`src/rtl/frame_buffer_pkg.sv`:
```
// Shared sizes, FSM state type and helpers for the frame buffer write path.
package frame_buffer_pkg;

  localparam int unsigned FB_ADDR_W = 14;
  localparam int unsigned FB_DEPTH  = 16384;
  localparam int unsigned FB_WORD_W = 32;

  typedef enum logic [1:0] {
    IDLE,
    ACTIVE,
    FLUSH,
    DONE
  } fb_state_e;

  // Number of pixels packed into one RAM word.
  function automatic int unsigned lanes_for(input int unsigned pixel_w);
    return FB_WORD_W / pixel_w;
  endfunction

endpackage

```
`src/rtl/frame_buffer_packer.sv`:
```
// Packs a pixel stream little-endian into 32-bit RAM words with linear addressing.
// Define FRAME_PACKER_WRAP_EN to wrap and overwrite when full instead of dropping words.
module frame_buffer_packer
  import frame_buffer_pkg::*;
#(
  parameter int unsigned ADDR  = FB_ADDR_W,
  parameter int unsigned PIXEL = 8
) (
  input  logic                 clk,
  input  logic                 rst,
  input  logic                 frame_start,
  input  logic                 frame_end,
  input  logic                 pixel_valid,
  input  logic [PIXEL-1:0]     pixel_data,
  output logic                 pixel_ready,
  output logic [ADDR-1:0]      wr_addr,
  output logic [FB_WORD_W-1:0] wr_data,
  output logic                 wr_en,
  output logic [ADDR:0]        word_count,
  output logic                 overflow,
  output logic                 frame_done,
  output logic                 busy
);

  localparam int unsigned LANES  = lanes_for(PIXEL);
  localparam int unsigned LANE_W = $clog2(LANES);

  fb_state_e            state_q, state_d;
  logic [LANE_W-1:0]    lane_q;
  logic [ADDR-1:0]      addr_q;
  logic [FB_WORD_W-1:0] pack_q;

  logic                 accept;
  logic                 end_hit;
  logic                 word_done;
  logic                 emit;
  logic                 full;
  logic [FB_WORD_W-1:0] merged;

  // State register and registered status outputs derived from the next state.
  always_ff @(posedge clk) begin
    if (rst) begin
      state_q     <= IDLE;
      pixel_ready <= 1'b0;
      busy        <= 1'b0;
      frame_done  <= 1'b0;
    end else begin
      state_q     <= state_d;
      pixel_ready <= (state_d == ACTIVE);
      busy        <= (state_d == ACTIVE) || (state_d == FLUSH);
      frame_done  <= (state_d == DONE);
    end
  end

  // Next state; frame_start restarts from any state and wins over frame_end.
  always_comb begin
    state_d = state_q;
    case (state_q)
      IDLE:    state_d = IDLE;
      ACTIVE:  if (frame_end) state_d = FLUSH;
      FLUSH:   state_d = DONE;
      DONE:    state_d = IDLE;
      default: state_d = IDLE;
    endcase
    if (frame_start) state_d = ACTIVE;
  end

  // Pixel acceptance and word emission decode.
  always_comb begin
    accept    = 1'b0;
    end_hit   = 1'b0;
    word_done = 1'b0;
    emit      = 1'b0;
    full      = word_count[ADDR];
    merged    = pack_q;
    if (state_q == ACTIVE && !frame_start) begin
      accept  = pixel_valid;
      end_hit = frame_end;
    end
    if (accept) begin
      merged = pack_q | (FB_WORD_W'(pixel_data) << (32'(lane_q) * PIXEL));
    end
    word_done = accept && (lane_q == LANE_W'(LANES - 1));
    // A partial word is padded out when the frame ends with lanes still occupied.
    emit = word_done || (end_hit && (accept || (lane_q != '0)));
  end

  // Packing register, address counter and RAM write port.
  always_ff @(posedge clk) begin
    if (rst) begin
      lane_q     <= '0;
      pack_q     <= '0;
      addr_q     <= '0;
      wr_addr    <= '0;
      wr_data    <= '0;
      wr_en      <= 1'b0;
      word_count <= '0;
      overflow   <= 1'b0;
    end else begin
      wr_en <= 1'b0;
      if (frame_start) begin
        lane_q     <= '0;
        pack_q     <= '0;
        addr_q     <= '0;
        wr_addr    <= '0;
        word_count <= '0;
        overflow   <= 1'b0;
      end else begin
        if (accept) begin
          lane_q <= lane_q + LANE_W'(1);
          pack_q <= merged;
        end
        if (emit) begin
          lane_q <= '0;
          pack_q <= '0;
          if (full) overflow <= 1'b1;
`ifdef FRAME_PACKER_WRAP_EN
          wr_en   <= 1'b1;
          wr_data <= merged;
          wr_addr <= addr_q;
          addr_q  <= addr_q + ADDR'(1);
          if (!full) word_count <= word_count + (ADDR+1)'(1);
`else
          if (!full) begin
            wr_en      <= 1'b1;
            wr_data    <= merged;
            wr_addr    <= addr_q;
            addr_q     <= addr_q + ADDR'(1);
            word_count <= word_count + (ADDR+1)'(1);
          end
`endif
        end
      end
    end
  end

endmodule

```
`config.mk`:
```
export PLATFORM = sky130hd
export DESIGN_NAME = frame_buffer_packer
export DESIGN_NICKNAME = d
export VERILOG_FILES = /design/src/rtl/frame_buffer_pkg.sv /design/src/rtl/frame_buffer_packer.sv
export SDC_FILE = /design/constraint.sdc
export NUM_CORES = 1
export LEC_CHECK = 0
export ABC_AREA = 1
export BUFFER_PORTS_ARGS = -buffer_cell sky130_fd_sc_hd__clkbuf_2
export CORE_ASPECT_RATIO = 1.2
export CORE_MARGIN = 2
export CORE_UTILIZATION = 60
export CTS_CLUSTER_DIAMETER = 30
export CTS_CLUSTER_SIZE = 24
export DETAILED_ROUTE_END_ITERATION = 8
export PLACE_DENSITY_LB_ADDON = 0.1
export SLEW_MARGIN = 20
export SYNTH_ARGS = -nofsm -noshare
export SYNTH_HDL_FRONTEND = slang
export SYNTH_SLANG_ARGS = --single-unit
```
`constraint.sdc`:
```
create_clock -name clk -period 5.3 [get_ports clk]
set_clock_uncertainty 0.05 [all_clocks]
set_input_delay 0.265 -clock clk [delete_from_list [all_inputs] [get_ports clk]]
set_output_delay 0.265 -clock clk [all_outputs]
set_load 0.03 [all_outputs]
```
# After elaboration in Yosys (flattened, before gate mapping)
# Index checks and enable logic that the tools add are counted.
# totals
register_bits	116
input_bits	13
output_inout_bits	66
# op_classes
addsub	3
n_eq_ne	7
n_shift	1
muxes	8
bitwise_logic	4
n_reduce_logical	16
# ops
op	n
32-bit two-way mux	1
32-bit bitwise OR	1
8-bit by 5-bit left shift with 32-bit output	1
15-bit by 1-bit adder with 15-bit output (second input constant)	1
15-bit two-way mux	1
14-bit by 1-bit adder with 14-bit output (second input constant)	1
2-bit equality test (second input constant)	5
2-bit case mux with 3 select lines	1
3-bit OR reduction	2
2-bit by 1-bit equality test with 1-bit output (second input constant)	2
2-bit two-way mux	2
2-bit AND reduction	2
2-bit OR reduction	2
1-bit logical AND	3
1-bit logical OR	3
1-bit two-way mux	3
1-bit NOT	3
3-bit AND reduction	1
2-bit by 1-bit adder with 2-bit output (second input constant)	1
2-bit zero test	1
2-bit nonzero test	1
1-bit zero test	1

# Logic depth before layout (Yosys ltp)
# Gate-level depths: netlist of run 1.
# logic_depth
word_depth	8
depth_mapped	13
mapped_depth_nobuf	9

# Worst setup path after synthesis of run 1
# No wires, ideal clock.
# synth_path
kind	reg-to-reg
start	register lane_q[0]
end	register addr_q[10]
t_arrival_ns	1.837
t_required_ns	5.140
path_slack_ns	3.303
stages_incl_launch_ff	13
n_path_buf	4
synth_period_minus_slack_ns	1.997
cell_sequence	dfxtp_1 buf_2 clkinv_1 buf_2 ha_1 a21oi_1 nand2_1 nand2_1 buf_4 buf_4 nand4_1 nand2_1 nor2_1
# synth_between
elab_chain_cells	5
word_cells_on_any_way	7
# synth_lines
element	line_no	source
from (decl)	frame_buffer_packer.sv:29	logic [LANE_W-1:0] lane_q;
from (signal assigned)	frame_buffer_packer.sv:110	lane_q <= lane_q + LANE_W'(1);
2-bit nonzero test	frame_buffer_packer.sv:85	emit = word_done || (end_hit && (accept || (lane_q != '0)));
1-bit logical OR	frame_buffer_packer.sv:85	
1-bit logical AND	frame_buffer_packer.sv:85	
1-bit logical OR *	frame_buffer_packer.sv:85	
2-bit AND reduction (no source line) *	-	
to (signal assigned)	frame_buffer_packer.sv:128	addr_q <= addr_q + ADDR'(1);
to (decl)	frame_buffer_packer.sv:30	logic [ADDR-1:0] addr_q;
# Mark *: on every way between the ends. The rest lies on a longest branch, timed or not.
# A chain may end at the register's enable or synchronous reset.

# Worst setup path in the final report of run 1
# layout_path
start	register lane_q[0]
end	register wr_addr[9]
# layout_between
elab_chain_cells	5
word_cells_on_any_way	7
# layout_lines
element	line_no	source
2-bit nonzero test	frame_buffer_packer.sv:85	
1-bit logical OR	frame_buffer_packer.sv:85	
1-bit logical AND	frame_buffer_packer.sv:85	
1-bit logical OR *	frame_buffer_packer.sv:85	
2-bit AND reduction (no source line) *	-	
to (signal assigned)	frame_buffer_packer.sv:127	wr_addr <= addr_q;
to (decl)	frame_buffer_packer.sv:16	output logic [ADDR-1:0] wr_addr,
# Marks and branches as above.

==> results of run 1 <==
routing by layer:
layer  wire (um)  vias up  share of wire (%)  track usage, %
met5           0        -                  0               0
met4         289        0                2.7            12.3
met3         522       30                4.9            6.33
met2        5500      134                 51            43.3
met1        4430     2026                 41            27.4
li1            -     2295                  -               -
final cells by class:
class,instances,area [sq um],share of cell area [%]
timing repair buffer,82,420,7.19
sequential,116,2320,39.7
tap,95,119,2.03
inverter,71,267,4.56
clock buffer,21,449,7.68
multi-input combinational,455,2140,36.6
clock inverter,10,131,2.25
power breakdown:
group / switching, mW / internal [mW] / total, mW
combinational: 0.0501 / 0.0172 / 0.0673
clock: 0.383 / 0.733 / 1.12
sequential: 0.00305 / 0.878 / 0.881
worst min-delay path by stage:
stage | end | slack (ns)
finish | state_q[0] | 0.06
global route | state_q[0] | 0.11
CTS | state_q[0] | 0.04
detailed placement | wr_data[5] | 0.41
global placement | wr_data[15] | 0.40
floorplan | addr_q[13] | 0.42
logic make-up after synthesis:
| logic type | count (synthesis) | synth area share, % |
|---|---|---|
| and+or+nand+nor | 337 | 28.2 |
| AOI/OAI and AO/OA | 106 | 12.5 |
| buffers and inverters | 109 | 9.40 |
| adders and majority gates | 6 | 1.53 |
| DFF | 116 | 47.3 |
| xor gates and xnor gates | 6 | 1.07 |
flip-flops by register name (all words and copies together), names as in the netlist:
signal	flops
wr_addr	14
state_q	2
addr_q	14
busy	1
frame_done	1
lane_q	2
pack_q	32
wr_en	1
word_count	15
pixel_ready	1
overflow	1
wr_data	32
synth_stat cells:
cell type,number,area [sq um]
a21oi_1,55,275
a21oi_2,1,8.76
a31oi_1,1,6.26
and2_1,1,6.26
buf_1,2,7.51
buf_2,15,75.1
buf_4,7,52.6
buf_6,1,11.3
clkbuf_1,13,48.8
clkinv_1,2,7.51
dfxtp_1,116,2320
ha_1,6,75.1
inv_1,66,248
inv_2,3,11.3
nand2_1,146,548
nand3_1,66,330
nand3b_1,1,7.51
nand4_1,11,68.8
nor2_1,110,413
nor2_2,1,6.26
nor3_1,1,5.00
o21ai_0,8,40.0
o21ai_1,9,45.0
o21bai_1,32,240
xnor2_1,2,17.5
xor2_1,4,35.0
critical path, stage by stage, from the launching register on:
cell and delay (ns):
dfxtp_1 0.70, clkinv_1 0.57, ha_1 0.38, a21oi_1 0.14, nand2_1 0.14, nand2_1 0.10
buf_4 0.34, nand2_2 0.68, o21ai_0 0.43, nor2_1 0.07
==> results.yml, run 1 <==
floorplan:
  row_count: 36
  dieArea_sq_mm: 0.00893
  initial_core_util_pct: 61.3
  coreArea_sq_mm: 0.00802
  die_width_um: 86.6
  io_pins: 79
  die_h_um: 103
clocking:
  htree_levels: 4
  ctsLongestPathBuffers: 2
  ctsHoldBuffers: 0
  cts.sinks: 116
  worstSkewPairLatency_ns: 0.52
  clockRootBuffer: "clkbuf_8"
  cts_tree: "done"
  clk_pin_slew_ns: 0.05
  cts-resized-gates: 0
  cts_setup_buffers: 0
  numCtsBuffers: 17
place:
  place_inst: 819
  dp_slack_ns: 1.58
  hpwl_um: 6980
  place_area_sq_mm: 0.00527
  portBuffers: 78
  place.gp.congestion: 0.866
sta:
  final.period_utilization_pct: 70.6
  slew_headroom_pct: 29.4
  hold_viol: 0
  fmax_mhz: 267
  setup_violations: 0
  tightest_slew_ns: 1.05
  grt_setup_unrepaired: "no"
  slew_viol_final: 0
  period_needed_ns: 3.74
  tns_ns: 0
  holdWs_ns: 0.0575
  setup_ws_ns: 1.56
yosys:
  yosysWarningCount: 0
  ys_seq_elements: 116
  syn_avg_cell_area_sq_um: 7.22
  syn_area_sq_mm: 0.00491
  ys_seq_area_share_pct: 47.3
  synth_cells: 680
  synth.distinct_cells: 26
  synth_nets: 699
routing:
  ant_nets: 0
  vias: 4485
  wl_um: 10700
  post_drt_wl_per_cell_um: 12.6
  drtPass1Iterations: 6
  drt_iter0_drc: 204
  drc_errors: 0
  viasPerCell: 5.28
grt:
  grt_max_degree: 62
  grt_overflow: 0
  grt_pass1_wl_um: 17300
  grt_usage_pct: 24.6
  antenna_found_initial: 0
  first_global_vias: 3911
cells_and_area:
  stdcell_count: 850
  final_cell_area_sq_mm: 0.00585
  layout_commonest_cell: "nand2_1"
  nNetsFinal: 762
  final_cell_mix: "144 x nand2_1, 116 x dfxtp_1, 110 x nor2_1"
  area_growth_pct: 19.1
  n_fill_cell: 663
  drive_gt1_share_pct: 15.6
  antenna_cells: 0
  fin_util_pct: 73.0
setup_path:
  critical_path_class: "reg2reg"
  critPathLaunchType: "register"
  end_kind: "register"
  reg2reg_depth: 9
  worstReg2RegStart: "lane_q[0]"
  endpoint: "wr_addr[9]"
  required_ns: 5.66
  crit_fanout: 61
  regToRegSetupSlack_ns: 1.56
  cp-startpoint: "lane_q[0]"
  cp_data_arrival_time_ns: 4.10
  r2r-end: "wr_addr[9]"
hold_path:
  holdCritStartpoint: "frame_start"
  hold_class: "in2reg"
  worstHoldPathCells: 3
run_status:
  outcome: "finished, final reports clean"
pwr:
  p_per_area_mw_per_mm2: 353
  p_total_mw: 2.06
  leakagePower_nw: 2.29
  irDropWorstVdd_uv: 203
run:
  maxCapViolCount: 0
No activity file was read; power rests on OpenSTA's default activity.
==> run 2, diff against run 1 <==
CORE_UTILIZATION = 56   (was 60)
clock period = 3.5 ns   (was 5.3 ns; I/O delays follow)
==> run 2 against run 1 <==
  * Setup slack got worse by 0.87 ns
  * Global-route usage decreased by 0.83 points
  * First-iteration DRC count grew 3.9%
  * Fmax up 33%
  * Sequential share of layout area fell by 0.91 points
  * Cell area up 2.4%
  * Sequential power is 51% higher
  * Hold slack got worse by 0.036 ns
  * Sequential cell count is the same
  * Count of clock-buffer cells in the layout rose by 3
  * Critical path depth is the same
  * Combinational power up 59%
==> results.yml, run 2 (synthesized netlist as in run 1, its figures left out) <==
run_status:
  outcome: "finished, final reports clean"
sta:
  tns_ns: 0
  fmax_mhz: 356
  setup_violations: 0
  slew_viol_final: 0
  holdWs_ns: 0.0216
  tightest_slew_ns: 0.647
  grt_setup_unrepaired: "no"
  final.period_utilization_pct: 80.3
  period_needed_ns: 2.81
  slew_headroom_pct: 56.7
  setup_ws_ns: 0.689
  hold_viol: 0
hold_path:
  holdCritStartpoint: "pixel_data[7]"
  hold_class: "in2reg"
  worstHoldPathCells: 5
  min_to: "pack_q[15]"
cells_and_area:
  layout_commonest_cell: "nand2_1"
  drive_gt1_share_pct: 16.1
  stdcell_count: 879
  n_fill_cell: 728
  final_cell_area_sq_mm: 0.00599
  reg_top3: "pack_q (32), wr_data (32), word_count (15)"
  final_cell_mix: "144 x nand2_1, 116 x dfxtp_1, 110 x nor2_1"
  antenna_cells: 0
  area_growth_pct: 21.9
  nNetsFinal: 768
grt:
  antenna_found_initial: 0
  grt_pass1_wl_um: 17800
  grt_usage_pct: 23.7
  grt_max_degree: 62
  first_global_vias: 3984
  grt_overflow: 0
setup_path:
  crit_fanout: 25
  end_kind: "register"
  cp_top_family: "buffers and inverters"
  worstReg2RegStart: "lane_q[0]"
  path_buf_inv: 3
  regToRegSetupSlack_ns: 0.69
  r2r-end: "wr_data[23]"
  cpMaxStageDelayCell: "a21oi_4"
  cp_data_arrival_time_ns: 3.20
  critical_path_class: "reg2reg"
  critPathMaxStageDelay_ns: 0.57
  reg2reg_depth: 9
  critPathLaunchType: "register"
  cp_cell_sequence: "buf_4, clkinv_1, ha_1, a21oi_1, nand2_1, a21oi_4, buf_4, nand2_1, a21oi_1"
  required_ns: 3.89
place:
  dp_slack_ns: 0.558
  hpwl_um: 7130
  place_inst: 845
  portBuffers: 78
  place.gp.congestion: 0.820
  place_area_sq_mm: 0.00532
clocking:
  cts_tree: "done"
  numCtsBuffers: 17
  ctsHoldBuffers: 2
  clk_pin_slew_ns: 0.06
  cts-resized-gates: 0
  cts.sinks: 116
  cts_setup_buffers: 0
  clockRootBuffer: "clkbuf_8"
  worstSkewPairLatency_ns: 0.52
  ctsLongestPathBuffers: 2
  htree_levels: 4
floorplan:
  row_count: 37
  die_h_um: 107
  die_width_um: 89.5
  coreArea_sq_mm: 0.00856
  dieArea_sq_mm: 0.00954
  initial_core_util_pct: 57.4
  io_pins: 79
pwr:
  irDropWorstVdd_uv: 396
  leakagePower_nw: 2.34
  p_per_area_mw_per_mm2: 545
routing:
  post_drt_wl_per_cell_um: 12.5
  ant_nets: 0
  drtPass1Iterations: 5
  wl_um: 11000
  drt_iter0_drc: 212
  viasPerCell: 5.10
  vias: 4485
  drc_errors: 0
run:
  maxCapViolCount: 0
-- run 2: how the worst max path moves through the flow --
stage / start / endpoint / cells after the start
floorplan: lane_q[0] / addr_q[10] / 12
global placement: lane_q[0] / wr_addr[3] / 9
detailed placement: lane_q[0] / wr_addr[10] / 9
CTS: lane_q[0] / wr_addr[10] / 9
global route: lane_q[0] / wr_data[29] / 9
finish: lane_q[0] / wr_data[23] / 9
-- run 2: area by class of cell --
cell class | instances | area (sq um) | area share (%)
clock buffers | 24 | 490 | 8.19
clock inverters | 8 | 145 | 2.42
inverters | 71 | 267 | 4.45
multi-input cells | 455 | 2150 | 35.8
flip-flops and latches | 116 | 2320 | 38.8
well taps | 117 | 146 | 2.45
repair buffers | 88 | 470 | 7.86
-- run 2: report_power, final --
group / total [mW] / internal [mW] / switching [mW]
Sequential: 1.33 / 1.33 / 0.00340
Clock: 1.82 / 1.25 / 0.575
Combinational: 0.107 / 0.0292 / 0.0775
-- run 2: worst register-to-register path, cell delays in order (launching register included) --
cell and delay (ns):
dfxtp_1 0.30, buf_4 0.21, clkinv_1 0.40, ha_1 0.37, a21oi_1 0.14, nand2_1 0.13, a21oi_4 0.57, buf_4 0.35
nand2_1 0.09, a21oi_1 0.12
-- run 2: metrics by stage --
stage	utilization [%]	power [mW]
5_1_grt	69.9	3.36
6_report	69.9	3.26
3_3_place_gp	62.2	1.46
3_5_place_dp	62.2	1.46
2_1_floorplan	-	1.43
4_1_cts	69.8	3.28
-- run 2: per-layer routing --
| layer | vias to the layer above | share of wire [%] | track usage [%] | routed length [um] |
|---|---|---|---|---|
| met2 | 130 | 53 | 41.2 | 5770 |
| met3 | 12 | 5.5 | 6.77 | 603 |
| met1 | 2043 | 41 | 27.4 | 4470 |
| li1 | 2300 | - | - | - |
| met4 | 0 | 1.2 | 8.21 | 135 |
| met5 | - | 0 | 0 | 0 |
==> run 3, diff against run 2 <==
CORE_UTILIZATION = 51   (was 56)
clock period = 2.4 ns   (was 3.5 ns; I/O delays follow)
==> run 3 against run 2 <==
  * Wire length rose by 2.5%
  * Global-route usage fell by 1.5 points
  * Cell area fell by 0.23%
  * Count of clock-buffer cells in the layout fell by 5
  * Cell count rose by 0.91%
  * First-iteration DRC count rose by 8.0%
  * Sequential cell count did not move
  * Via count rose by 0.58%
  * Critical path depth fell by 1
  * Setup slack got worse by 0.27 ns
  * Non-clock buffer count rose by 2
  * Highest routed layer unchanged
==> results.yml, run 3 (synthesized netlist as in run 1, its figures left out) <==
sta:
  hold_viol: 0
  grt_setup_unrepaired: "no"
  fmax_mhz: 504
  slew_headroom_pct: 53.6
  tightest_slew_ns: 0.693
  holdWs_ns: 0.0148
  tns_ns: 0
  final.period_utilization_pct: 82.7
  slew_viol_final: 0
  setup_violations: 0
  period_needed_ns: 1.98
pwr:
  power_frac_seq_pct: 42.7
  p_int_mw: 3.55
  irDropWorstVdd_uv: 546
  swShare_pct: 22.0
  p_clk_share_pct: 53.9
  power_switching_mw: 1.00
  comb_power_share_pct: 3.4
  leakagePower_nw: 2.32
  p_total_mw: 4.56
  p_per_area_mw_per_mm2: 763
floorplan:
  io_pins: 79
  dieArea_sq_mm: 0.0104
  initial_core_util_pct: 51.9
  coreArea_sq_mm: 0.00947
  row_count: 39
  die_width_um: 93.6
  die_h_um: 112
routing:
  drtPass1Iterations: 5
  drt_iter0_drc: 229
  wl_um: 11200
  viasPerCell: 5.09
  drc_errors: 0
  ant_nets: 0
  post_drt_wl_per_cell_um: 12.7
  vias: 4511
hold_path:
  hold_class: "in2reg"
cells_and_area:
  n_fill_cell: 898
  final_cell_mix: "145 x nand2_1, 116 x dfxtp_1, 110 x nor2_1"
  drive_gt1_share_pct: 16.8
  antenna_cells: 0
  layout_commonest_cell: "nand2_1"
  nNetsFinal: 770
  area_growth_pct: 21.6
  fin_util_pct: 63.1
  reg_top3: "pack_q (32), wr_data (32), word_count (15)"
clocking:
  cts_tree: "done"
  cts.sinks: 116
  cts_setup_buffers: 0
  clockRootBuffer: "clkbuf_16"
  worstSkewPairLatency_ns: 0.41
  numCtsBuffers: 17
  ctsHoldBuffers: 0
  clk_pin_slew_ns: 0.05
  htree_levels: 4
  ctsLongestPathBuffers: 2
  cts-resized-gates: 0
place:
  hpwl_um: 7440
  place.gp.congestion: 0.810
  portBuffers: 78
run:
  maxCapViolCount: 0
grt:
  grt_usage_pct: 22.2
  antenna_found_initial: 0
  grt_pass1_wl_um: 18700
  grt_max_degree: 52
  first_global_vias: 4146
  grt_overflow: 0
run_status:
  outcome: "finished, final reports clean"
setup_path:
  required_ns: 2.68
  crit_fanout: 41
  regToRegSetupSlack_ns: 0.42
  critPathLaunchType: "register"
  critical_path_class: "reg2reg"
  cp_data_arrival_time_ns: 2.26
  end_kind: "register"
## run 3: worst paths after layout
path | start | endpoint | depth (start not counted)
setup / recovery | lane_q[0] | addr_q[6] | 8
hold / removal | frame_start | state_q[0] | 3
setup reg to reg | lane_q[0] | addr_q[6] | 8
hold reg to reg | wr_data[20] | wr_data[20] | 2
## run 3: critical path: stages, from the launching register on
cell	delay [ns]
dfxtp_1	0.41
clkinv_1	0.11
ha_1	0.21
a21oi_1	0.14
nand2_1	0.13
a21oi_4	0.37
buf_12	0.25
nand2_1	0.07
a21oi_1	0.13
## run 3: power groups by stage
stage | clock [mW] | combinational, mW | sequential [mW]
2_1_floorplan | 0 | 0.0924 | 2.00
3_3_place_gp | 0 | 0.156 | 1.98
3_5_place_dp | 0 | 0.157 | 1.98
4_1_cts | 2.49 | 0.158 | 1.94
5_1_grt | 2.58 | 0.174 | 1.94
6_report | 2.45 | 0.157 | 1.94
## run 3: area by class of cell
type / instances / area [sq um] / share of cell area, %
Sequential cell: 116 / 2320 / 38.9
Multi-Input combinational cell: 455 / 2140 / 35.8
Timing Repair Buffer: 90 / 505 / 8.46
Clock buffer: 19 / 453 / 7.58
Inverter: 71 / 267 / 4.46
Tap cell: 123 / 154 / 2.58
Clock inverter: 13 / 134 / 2.24
## run 3: per-layer routing
metal  GRT usage [%]  part of all wire, %  up-vias
li1                -                    -     2303
met1            25.4                   43     2105
met2            39.0                   51       81
met3            6.02                  4.0       22
met4            8.60                  1.7        0
met5               0                    0        -
## run 3: metrics by stage
| stage | area [sq um] | std cells | worst slack (ns) |
|---|---|---|---|
| after floorplan | 4910 | 680 | 0.403 |
| after global placement | 5390 | 855 | 0.478 |
| after detailed placement | 5390 | 855 | 0.441 |
| after CTS | 5970 | 887 | 0.418 |
| after global routing | 5970 | 887 | 0.225 |
| final | 5970 | 887 | 0.416 |
